### src/rtl/game_level_fsm_pkg.sv
// Shared types and helpers for the game flow controller: state encoding,
// saturation limits and the per-level enemy count.
package game_pkg;

  typedef enum logic [2:0] {
    ST_START      = 3'd0,
    ST_PLAY       = 3'd1,
    ST_LOAD       = 3'd2,
    ST_PAUSED     = 3'd3,
    ST_VICTORY    = 3'd4,
    ST_DEATH      = 3'd5,
    ST_TRANSITION = 3'd6
  } game_state_e;

  localparam logic [15:0] SPEED_SAT = 16'h07FF;
  localparam logic [15:0] TREES_SAT = 16'd15;

  // Enemy count for a level, capped at maxEnemies.
  function automatic logic [2:0] enemies_for_level(input logic [2:0] lvl,
                                                   input int baseEnemies,
                                                   input int maxEnemies);
    int n;
    n = baseEnemies + int'(lvl);
    if (n > maxEnemies) n = maxEnemies;
    return n[2:0];
  endfunction

endpackage

### src/rtl/game_level_fsm_edge_detect.sv
// Rising-edge detector for a level button: pulse is high for the first
// cycle the input is seen high, using a registered copy of the input.
module edge_detect (
  input  logic clk,
  input  logic resetN,
  input  logic sig_i,
  output logic pulse_o
);

  logic prev_q;

  always_ff @(posedge clk or negedge resetN) begin
    if (!resetN) prev_q <= 1'b0;
    else         prev_q <= sig_i;
  end

  assign pulse_o = sig_i & ~prev_q;

endmodule

### src/rtl/game_level_fsm.sv
// Top-level game flow: start screen, N levels (load / play / transition),
// victory or death, optional pause. Tracks enemies and per-level difficulty.
module game_level_fsm
  import game_pkg::*;
#(
  parameter int NUM_LEVELS   = 4,
  parameter int BASE_ENEMIES = 2,
  parameter int MAX_ENEMIES  = 7,
  parameter int SHOT_W       = 3,
  parameter int SPEED_BASE   = 120,
  parameter int SPEED_STEP   = 120,
  parameter int TREES_BASE   = 8,
  parameter int LOAD_TICKS   = 120
) (
  input  logic              clk,
  input  logic              resetN,
  input  logic [2:0]        currLife,
  input  logic [23:0]       currentTime,
  input  logic [SHOT_W-1:0] shotEnemyCollision,
  input  logic              playerTrigger,
  input  logic              pauseTrigger,
  input  logic              transitionDone,
  input  logic              slowClk,
  output logic [2:0]        currentGameState,
  output logic [2:0]        level,
  output logic [2:0]        enemiesLeft,
  output logic [10:0]       curEnemySpeed,
  output logic [3:0]        tree_count,
  output logic              pause,
  output logic              start_screen,
  output logic              death_screen,
  output logic              transition_screen,
  output logic              victory_screen,
  output logic              newLevel,
  output logic              requestTime,
  output logic [10:0]       slowClkRequest
);

  localparam logic [2:0] LAST_LEVEL = 3'(NUM_LEVELS - 1);

  game_state_e state_q, state_d;
  logic [2:0]  level_q, level_d;
  logic [2:0]  left_q, left_d;
  logic        loadFirst_q, loadFirst_d;

  logic        trigPulse, pausePulse, playerDead;
  logic [7:0]  kills;
  logic [2:0]  enemies0;
  logic [15:0] speedSum, treeSum;

  edge_detect u_trig_edge (
    .clk     (clk),
    .resetN  (resetN),
    .sig_i   (playerTrigger),
    .pulse_o (trigPulse)
  );

  edge_detect u_pause_edge (
    .clk     (clk),
    .resetN  (resetN),
    .sig_i   (pauseTrigger),
    .pulse_o (pausePulse)
  );

  assign enemies0   = enemies_for_level(3'd0, BASE_ENEMIES, MAX_ENEMIES);
  assign playerDead = (currLife == 3'd0) || (currentTime == 24'd0);

  always_comb begin
    kills = 8'd0;
    for (int i = 0; i < SHOT_W; i++) kills = kills + 8'(shotEnemyCollision[i]);
  end

  always_ff @(posedge clk or negedge resetN) begin
    if (!resetN) begin
      state_q     <= ST_START;
      level_q     <= 3'd0;
      left_q      <= enemies0;
      loadFirst_q <= 1'b0;
    end else begin
      state_q     <= state_d;
      level_q     <= level_d;
      left_q      <= left_d;
      loadFirst_q <= loadFirst_d;
    end
  end

  always_comb begin
    state_d     = state_q;
    level_d     = level_q;
    left_d      = left_q;
    loadFirst_d = 1'b0;
    case (state_q)
      ST_START: begin
        if (trigPulse) begin
          level_d     = 3'd0;
          left_d      = enemies0;
          loadFirst_d = 1'b1;
          state_d     = ST_LOAD;
        end
      end
      ST_LOAD: begin
        // The first LOAD cycle carries the timer request, so slowClk is not accepted yet.
        if (slowClk && !loadFirst_q) state_d = ST_PLAY;
      end
      ST_PLAY: begin
        if (kills >= {5'd0, left_q}) begin
          left_d  = 3'd0;
          state_d = (level_q == LAST_LEVEL) ? ST_VICTORY : ST_TRANSITION;
        end else begin
          left_d = left_q - kills[2:0];
          if (playerDead)      state_d = ST_DEATH;
          else if (pausePulse) state_d = ST_PAUSED;
        end
      end
      ST_PAUSED: begin
        if (pausePulse) state_d = ST_PLAY;
      end
      ST_TRANSITION: begin
        if (transitionDone) begin
          level_d     = level_q + 3'd1;
          left_d      = enemies_for_level(level_q + 3'd1, BASE_ENEMIES, MAX_ENEMIES);
          loadFirst_d = 1'b1;
          state_d     = ST_LOAD;
        end
      end
      ST_VICTORY, ST_DEATH: begin
        if (trigPulse) begin
          level_d = 3'd0;
          left_d  = enemies0;
          state_d = ST_START;
        end
      end
      default: begin
        level_d = 3'd0;
        left_d  = enemies0;
        state_d = ST_START;
      end
    endcase
  end

  always_comb begin
    speedSum = 16'(SPEED_BASE) + 16'(level_q) * 16'(SPEED_STEP);
    treeSum  = 16'(TREES_BASE) + 16'(level_q);
  end

  assign curEnemySpeed     = (speedSum > SPEED_SAT) ? SPEED_SAT[10:0] : speedSum[10:0];
  assign tree_count        = (treeSum > TREES_SAT) ? TREES_SAT[3:0] : treeSum[3:0];

  assign currentGameState  = state_q;
  assign level             = level_q;
  assign enemiesLeft       = left_q;
  assign pause             = (state_q != ST_PLAY);
  assign start_screen      = (state_q == ST_START);
  assign death_screen      = (state_q == ST_DEATH);
  assign transition_screen = (state_q == ST_TRANSITION);
  assign victory_screen    = (state_q == ST_VICTORY);
  assign newLevel          = (state_q == ST_LOAD);
  assign requestTime       = (state_q == ST_LOAD) && loadFirst_q;
  assign slowClkRequest    = requestTime ? 11'(LOAD_TICKS) : 11'd0;

endmodule

### config.mk
export PLATFORM = sky130hd
export DESIGN_NAME = game_level_fsm
export DESIGN_NICKNAME = d
export VERILOG_FILES = /design/src/rtl/game_level_fsm_pkg.sv /design/src/rtl/game_level_fsm_edge_detect.sv /design/src/rtl/game_level_fsm.sv
export SDC_FILE = /design/constraint.sdc
export NUM_CORES = 1
export LEC_CHECK = 0
export ABC_AREA = 1
export BUFFER_PORTS_ARGS = -buffer_cell sky130_fd_sc_hd__buf_2
export CORE_MARGIN = 1.5
export CORE_UTILIZATION = 50
export CTS_BUF_LIST = sky130_fd_sc_hd__clkbuf_2 sky130_fd_sc_hd__clkbuf_4 sky130_fd_sc_hd__clkbuf_8
export CTS_CLUSTER_SIZE = 14
export DETAILED_ROUTE_END_ITERATION = 10
export PLACE_DENSITY = 0.89
export REMOVE_ABC_BUFFERS = 1
export SLEW_MARGIN = 30
export SYNTH_ARGS = -nofsm -noshare
export SYNTH_HDL_FRONTEND = slang
export SYNTH_HIERARCHICAL = 1
export SYNTH_SLANG_ARGS = --single-unit
### constraint.sdc
create_clock -name clk -period 6.9 [get_ports clk]
set_input_delay 1.035 -clock clk [delete_from_list [all_inputs] [get_ports clk]]
set_output_delay 1.035 -clock clk [all_outputs]
set_load 0.02 [all_outputs]
[Word-level counts from Yosys, hierarchy flattened]
Cells that the tools add are included.
Storage, ports and cells
  bits in registers: 12
  RAM bits: 0
  ROM bits: 0
  input bits: 36
  output and inout port bits: 42
  latch bits: 0
  memories: 0
Operators by class
  shift operators: 0
  add/sub/neg operators: 7
  equal/unequal tests: 15
  bitwise logic cells: 6
  multipliers: 1
  order comparisons: 4
  mux-type cells: 22
  reduce and logical (&&, ||, !) cells: 14
  div/mod/pow operators: 0
Operator list (number)
  $mux 3: 12
  $logic_not 24->1: 1
  $pmux 3 s6: 1
  $pmux 3 s4: 1
  $add 7x10->11 const A: 1
  $gt 11x11->1 const B: 1
  $mux 11: 1
  $eq 3x2->1 const B: 3
  $eq 3x3->1 const B: 3
  $pmux 3 s3: 1
  $mul 3x4->7 const B: 1
  $mux 7: 1
  $logic_not 3->1: 2
  $ne 2x1->1 const B: 3
  $ne 2x2->1 const B: 3
  $reduce_and 3->1: 2
  $reduce_and 6->1: 1
  $reduce_or 3->1: 2
  $add 4x3->5 const A: 1
  $gt 5x4->1 const B: 1
  $add 2x3->4 const A: 1
  $gt 4x3->1 const B: 1
  $mux 4: 1
  $ne 4x4->1 const B: 1
  other kinds (16): 23

[Longest topological paths before layout]
Gate-level depths: netlist of the first run.
  depth after elaboration: 6
  mapped depth: 12
  depth with buffers taken out: 12

[By module]
Netlist of the first run, hierarchy kept.
Modules (own cells, without submodules)
  game_level_fsm: area an instance 1343.8 um^2, cells each 189, times used 1
  edge_detect: area an instance 35.0 um^2, cells each 3, times used 2

[Worst setup path before layout of the first run]
Ideal clock, no wire load.
  path type: register to output
  start: reg level_q[0], in the netlist level[0]
  end: out curEnemySpeed[9]
  cell stages (with the launch flop): 8
  arrival time: 2.661 ns
  path buffers: 0
  setup slack: 3.204 ns
  cells stage by stage: dfrtp_1 -> fa_1 -> ha_1 -> fa_1 -> xnor2_1 -> a21boi_0 -> nand2_1 -> xor2_1
Between the ends
  cells in the longest elaborated chain, start to end: 4
RTL lines
  start: declaration: RTL line game_level_fsm.sv:42  | logic [2:0] level_q, level_d;
  start signal: assignment: RTL line game_level_fsm.sv:81  | level_q <= level_d;
  $mul 3x4->7 *: RTL line game_level_fsm.sv:142  | speedSum = 16'(SPEED_BASE) + 16'(level_q) * 16'(SPEED_STEP);
  $add 7x10->11 *: RTL line game_level_fsm.sv:142
  $gt 11x11->1: RTL line game_level_fsm.sv:146  | assign curEnemySpeed = (speedSum > SPEED_SAT) ? SPEED_SAT[10:0] : speedSum[10:0];
  $mux 11 *: RTL line game_level_fsm.sv:146
  end: declaration: RTL line game_level_fsm.sv:27  | output logic [10:0] curEnemySpeed,
Every way passes the cells marked *; elsewhere a longest branch is shown, timed or not.

[Worst setup path after layout of the first run]
Same ends and word-level chain as after synthesis.

==> metrics.txt, run 1 <==
class of the worst hold path reg2reg; ys flop type dfrtp_1; Critical Path Sink curEnemySpeed[9]; Synth top cells by count nand2_1, nor2_1, inv_1; setup ws final 2890 ps; min Tclk post-route 4010 ps; Ports 78; first-pass iteration count of the detailed router 4; WP data required 5860 ps; R2R Path End enemiesLeft[0]; critical path launch point type register; CP max-delay cell fa_1; drt drc 0; Worst path most repeated cell fa_1; GR Layer Usage met3 2.56%; Final Cell Area 1740 sq um; R2R Path Start level[0]; max_cap viols 0; Final Cycle Share 58.1%; Global Route met1 Usage 23.6%; PortBufs 66; asr flop ratio synth 100%; gr usage total 20.1%; setup repair after global routing missed its margin no; Worst Setup SP level[0]; Synth top area share 19.5%; top-count cell post-synth nand2_1; pwr/cell area 377 nW/um^2; Synth warnings 6; area leader, netlist dfrtp_1; Setup WS pre-CTS 3200 ps; Starting Density 52.2%; Clock Pin Slew Worst Setup and Hold Paths 90 ps; Hold-fix buffers, CTS 0; vias per inst 4.72; Synth Area per Inst 7.25 sq um; Post CTS Setup Buffer Count 0; post-synth cell types 32; vias in the first global route 1289; area delta synth->final 22.8%; Die Area 3160 sq um; DP Wirelength 2500 um; r2r setup slk 5200 ps; Post-synth EDFFs 0; CP Max Fanout 9; overflow left after global routing 0; top cells by area, synth dfrtp_1, ha_1, nand2_1, buf_4, nor2_1; max incr delay on CP 580 ps; final net count 311; Die Span Y 56.2 um; met2 GRT Util 37.6%; TritonCTS Buffers 3; Final Util 64.1%; Pleak 1.02 nW; CP endpoint kind output port; final slew viol count 0; layout cells sized above 1 34.9%; GP Congestion 0.863; endpoints failing hold 0; FMAX 249 MHz; detailed-route wire length 2950 um; CORE AREA 2710 sq um; worst path arrival time 2970 ps; Final Skew 10.1 ps; global-route wire length before repair 5200 um; largest net degree at the start of global routing 13; ANT nets after route 0; maximum vdd drop 0.309 mV; Total Neg Setup Slack 0 ps; CTS H-tree lvls 1; clk sinks 12; CTS resizes 0; Post-Syn Instances 195; dpl cell area 1700 sq um; status finished clean; DRT iter0 DRCs 16; initial antenna violation count 0; row cnt 19; worst reg-to-reg path cell count 7; Avg WL per Cell 10.2 um; CTS tree built; fillers 242; CTS Root Buffer Type clkbuf_4; Setup CP Type reg2out; Max Root-Sink Buffers 2; grt peak-use layer met2; Synth Cell Area 1410 sq um; ant diodes 0; sequential area share after synthesis 21.3%; CP Cell Sequence fa_1, ha_1, fa_1, xnor2_1, a21boi_0, nand2_1, xor2_1, buf_2; register bit total from synthesis 12; Overall Power 655 uW; via count 1364; clk_lat worst skew 290 ps; # setup viols final 0; width of the chip 56.2 um
[power breakdown]
part / internal (mW) / switching, mW
Clock: 0.0322 / 0.0270
Sequential: 0.0923 / 0.0321
Combinational: 0.164 / 0.307
Total: 0.289 / 0.366
[layout by cell type (no fill, tap or decap)]
cell type,count
clkbuf_8,1
conb_1,11
dfrtp_1,11
nand3_2,2
o22ai_1,2
nand2_1,36
clkbuf_4,3
nand2_2,1
inv_1,26
o21ai_1,2
inv_2,2
a21oi_1,4
xnor2_1,3
nand3_1,8
o21ai_4,1
a21oi_2,2
nand4_1,2
or3_1,1
nand2_4,2
a31oi_1,1
nor2_1,30
nor2_2,5
fa_1,5
nor3_1,1
o21ai_0,7
buf_2,66
o21bai_1,1
ha_1,11
nor2_4,3
nand3_4,1
dfstp_2,1
a21boi_0,1
xor2_1,5
[registers in the layout, summed over array words and instances, names as in the netlist]
signal               flops
currentGameState         3
enemiesLeft              3
level                    3
loadFirst_q              1
u_pause_edge/prev_q      1
u_trig_edge/prev_q       1
[final cells by class]
cell class	instances	area (sq um)	area share, %
clock buffers	4	36.3	2.09
flip-flops and latches	12	302	17.4
well taps	31	38.8	2.23
repair buffers	66	330	19.0
inverters	28	105	6.05
multi-input cells	148	925	53.2
[worst min-delay path by stage]
stage | slack (ps) | startpoint | end | cells past startpoint
2_1_floorplan | 540 | u_trig_edge/prev_q | loadFirst_q | 3
3_3_place_gp | 520 | enemiesLeft[1] | enemiesLeft[1] | 2
3_5_place_dp | 540 | enemiesLeft[1] | enemiesLeft[1] | 2
4_1_cts | 550 | enemiesLeft[1] | enemiesLeft[1] | 2
5_1_grt | 580 | enemiesLeft[1] | enemiesLeft[1] | 2
6_report | 540 | enemiesLeft[1] | enemiesLeft[1] | 2
[worst max-delay path, delay by kind of cell, from the launching register on]
kind / cells / cell delay [ps]
DFF: 1 / 500
and+or+nand+nor: 1 / 100
buffers and inverters: 1 / 160
adders and majority gates: 3 / 1240
AOI/OAI and AO/OA: 1 / 290
xor gates and xnor gates: 2 / 390
[per-stage QoR]
stage | hold slack [ps] | cells
final | 542 | 289
after global routing | 584 | 289
after CTS | 549 | 289
after detailed placement | 538 | 285
after global placement | 521 | 285
after floorplan | 536 | 188
[cell families (layout without fill, tap and decap cells)]
| kind of cell | Yosys count | in the layout | share of synthesized area [%] |
|---|---|---|---|
| AOI/OAI and AO/OA | 21 | 21 | 9.38 |
| buffers and inverters | 44 | 98 | 15.7 |
| and+or+nand+nor | 92 | 92 | 31.3 |
| xor gates and xnor gates | 8 | 8 | 4.96 |
| DFF | 12 | 12 | 21.3 |
| other | 2 | 11 | 0.531 |
| adders and majority gates | 16 | 16 | 16.8 |
[per-layer routing]
metal | up-vias | routed length [um] | part of all wire (%)
li1 | 709 | - | -
met1 | 605 | 1290 | 44
met2 | 45 | 1450 | 49
met3 | 5 | 174 | 5.9
met4 | 0 | 36 | 1.2
met5 | - | 0 | 0
Note: power is estimated with default switching activity, not from simulation.
==> run 2, diff against run 1 <==
--- a/config.mk
+++ b/config.mk
@@ -5,14 +5,14 @@
 export SDC_FILE = /design/constraint.sdc
 export NUM_CORES = 1
 export LEC_CHECK = 0
-export ABC_AREA = 1
+export ABC_AREA = 0
 export BUFFER_PORTS_ARGS = -buffer_cell sky130_fd_sc_hd__buf_2
 export CORE_MARGIN = 1.5
-export CORE_UTILIZATION = 50
+export CORE_UTILIZATION = 41
 export CTS_BUF_LIST = sky130_fd_sc_hd__clkbuf_2 sky130_fd_sc_hd__clkbuf_4 sky130_fd_sc_hd__clkbuf_8
 export CTS_CLUSTER_SIZE = 14
 export DETAILED_ROUTE_END_ITERATION = 10
-export PLACE_DENSITY = 0.89
+export PLACE_DENSITY = 0.79
 export REMOVE_ABC_BUFFERS = 1
 export SLEW_MARGIN = 30
 export SYNTH_ARGS = -nofsm -noshare
==> constraint.sdc (replaced) <==
create_clock -name clk -period 3.5 [get_ports clk]
set_input_delay 0.525 -clock clk [delete_from_list [all_inputs] [get_ports clk]]
set_output_delay 0.525 -clock clk [all_outputs]
set_load 0.02 [all_outputs]
==> metrics.txt, run 2 <==
status finished clean; sequential area share after synthesis 22.4% (+1.1 points); Ports 78 (unchanged); Synth top cells by count buf_4, inv_1, dfrtp_1, ha_1, o21ai_0; ANT nets after route 0 (unchanged); final net count 263 (-15%); # setup viols final 0 (unchanged); initial antenna violation count 0 (unchanged); Post CTS Setup Buffer Count 0 (unchanged); layout cells sized above 1 38.1% (+3.2 points); Pleak 0.924 nW (-9.8%); Total Neg Setup Slack 0 ps (unchanged); top cells by area, synth dfrtp_1, ha_1, buf_4, fa_1, inv_1; DRT iter0 DRCs 40 (+24); worst path arrival time 2760 ps (-210 ps); switching portion of total power 51.7% (-4.2 points); area delta synth->final 23.3%; max_cap viols 0 (unchanged); Overall Power 1.22 mW (+87%); ys flop type dfrtp_1; commonest non-fill, non-tap cell in the layout buf_2; FMAX 305 MHz; register share of total power 22.4% (+3.4 points); footprint of the multi-input gates 875 sq um (-5.4%); register bit total from synthesis 12 (unchanged); overflow left after global routing 0 (unchanged); dpl cell area 1620 sq um (-4.6%); drt drc 0 (unchanged); ant diodes 0 (unchanged); Post-Syn Instances 150 (-23%); TritonCTS Buffers 3 (unchanged); gr usage total 16.3% (-3.8 points); Die Area 3630 sq um (+15%); Starting Density 43.7% (-8.5 points); first-pass iteration count of the detailed router 4 (unchanged); Net Switching 633 uW (+73%); clk_lat worst skew 280 ps (about the same); CTS Root Buffer Type clkbuf_4; Worst path most repeated cell fa_1; CTS H-tree lvls 1 (unchanged); critical path launch point type register; Synth top area share 20.5% (+1.0 points); Gate power share 68.3% (-3.7 points); row cnt 20 (+1); asr flop ratio synth 100% (unchanged); WP data required 2970 ps (-2890 ps); area leader, netlist dfrtp_1; clk sinks 12 (unchanged); Clock Power Share 9.3% (+0.3 points); Final Cell Area 1660 sq um (-4.5%); CTS resizes 0 (unchanged); post-synth cell types 45 (+41%); Hold-fix buffers, CTS 0 (unchanged); Post-synth EDFFs 0 (unchanged); min Tclk post-route 3280 ps; Synth warnings 6 (unchanged); max incr delay on CP 590 ps (about the same); PortBufs 66 (unchanged); width of the chip 60.3 um (+7.3%); GP Congestion 0.863 (unchanged); final slew viol count 0 (unchanged); Synth Area per Inst 8.97 sq um (+24%); Cell Int Power 591 uW (+100%); endpoints failing hold 0 (unchanged); most frequent cells in the layout buf_2, inv_1, ha_1, conb_1, dfrtp_1; largest net degree at the start of global routing 13 (unchanged); global-route wire length before repair 4590 um (-12%); CTS tree built; Avg WL per Cell 11.4 um (+11%); vias per inst 4.86 (+2.9%); via count 1234 (-9.5%); CP Cell Sequence fa_1, ha_1, fa_1, xor2_1, nand3b_1, xnor2_1, buf_2; Final Cycle Share 93.7%; Max Root-Sink Buffers 2 (unchanged); detailed-route wire length 2880 um (-2.1%); DP Wirelength 2440 um (-2.3%); Die Span Y 60.3 um (+7.3%); class of the worst hold path in2async; hold slack 110 ps (-432 ps); CP Max Fanout 9 (unchanged); CORE AREA 3080 sq um (+14%); fillers 310 (+28%); CP endpoint kind output port; CP max-delay cell fa_1; Clock Pin Slew Worst Setup and Hold Paths 80 ps (about the same); maximum vdd drop 0.344 mV (+11%); Setup CP Type reg2out; top-count cell post-synth buf_4; pwr/cell area 738 nW/um^2 (+96%); Final Skew 0.297 ps (-9.83 ps); vias in the first global route 1065 (-17%); Synth Cell Area 1350 sq um (-4.9%); setup repair after global routing missed its margin no; FF+latch area 302 sq um (unchanged)
==> run 2: cell types whose count changed in the layout (fill, tap and decap cells not counted), sizes merged, moves of 3 or more <==
cell and delta:
nand2 -33, nor2 -33, inv -12, nand3 -9, nor4 +7, nand2b +5
nor2b +5, nand3b +4, nor3 +4, and2 +3, and3 +3
==> run 2: final timing paths <==
kind	end	from	depth (start not counted)	slack (ps)
min in group clk	u_pause_edge/prev_q	pauseTrigger	1	360
worst min register to register	enemiesLeft[1]	enemiesLeft[1]	1	560
worst max register to register	currentGameState[1]	enemiesLeft[1]	6	1570
worst max-delay path	curEnemySpeed[9]	level[0]	7	220
worst min-delay path	u_pause_edge/prev_q	resetN	1	110
max in group asynchronous	enemiesLeft[1]	resetN	1	3120
==> run 2: metal layers <==
| layer | up-vias | share of wire (%) | global-route usage [%] |
|---|---|---|---|
| met1 | 582 | 44 | 23.1 |
| met3 | 2 | 5.2 | 3.46 |
| met2 | 38 | 51 | 26.4 |
| met5 | - | 0 | 0 |
| met4 | 0 | 0.14 | 1.90 |
| li1 | 612 | - | - |
==> run 2: worst max-delay path: cells and delay by family, from the launching register on <==
family / cells / cell delay (ps)
xor+xnor: 2 / 380
simple gates: 1 / 160
flops: 1 / 500
fa+ha+maj: 3 / 1250
buf+inv: 1 / 180
==> run 2: cell type report <==
| cell class | count | share of cell area, % |
|---|---|---|
| Sequential cell | 12 | 18.2 |
| Clock buffer | 4 | 2.19 |
| Multi-Input combinational cell | 112 | 52.8 |
| Inverter | 16 | 3.62 |
| Tap cell | 44 | 3.32 |
| Timing Repair Buffer | 66 | 19.9 |
==> run 2: cells by family after synthesis <==
family                   Yosys count  share of synthesized area (%)
other                              2                          0.558
AO/OA/AOI/OAI                     26                           13.9
multiplexers                       2                           1.67
AND/OR/NAND/NOR                   49                           23.5
XOR/XNOR                           8                           5.21
adder cells (fa/ha/maj)           16                           17.7
buffers and inverters             35                           15.1
flip-flops                        12                           22.4
==> run 2: power by group through the flow <==
stage / registers [mW] / logic [mW] / clock network [mW]
3_3_place_gp: 0.274 / 0.824 / 0
3_5_place_dp: 0.278 / 0.833 / 0
2_1_floorplan: 0.314 / 0.554 / 0
6_report: 0.274 / 0.836 / 0.114
4_1_cts: 0.275 / 0.837 / 0.116
5_1_grt: 0.286 / 0.911 / 0.124
==> run 2: through the flow <==
step	util [%]	std cells	setup WS, ps
after global routing	53.9	254	0.519
after global placement	52.7	250	569
after detailed placement	52.7	250	522
after CTS	53.9	254	200
after floorplan	-	140	326
final	53.9	254	219
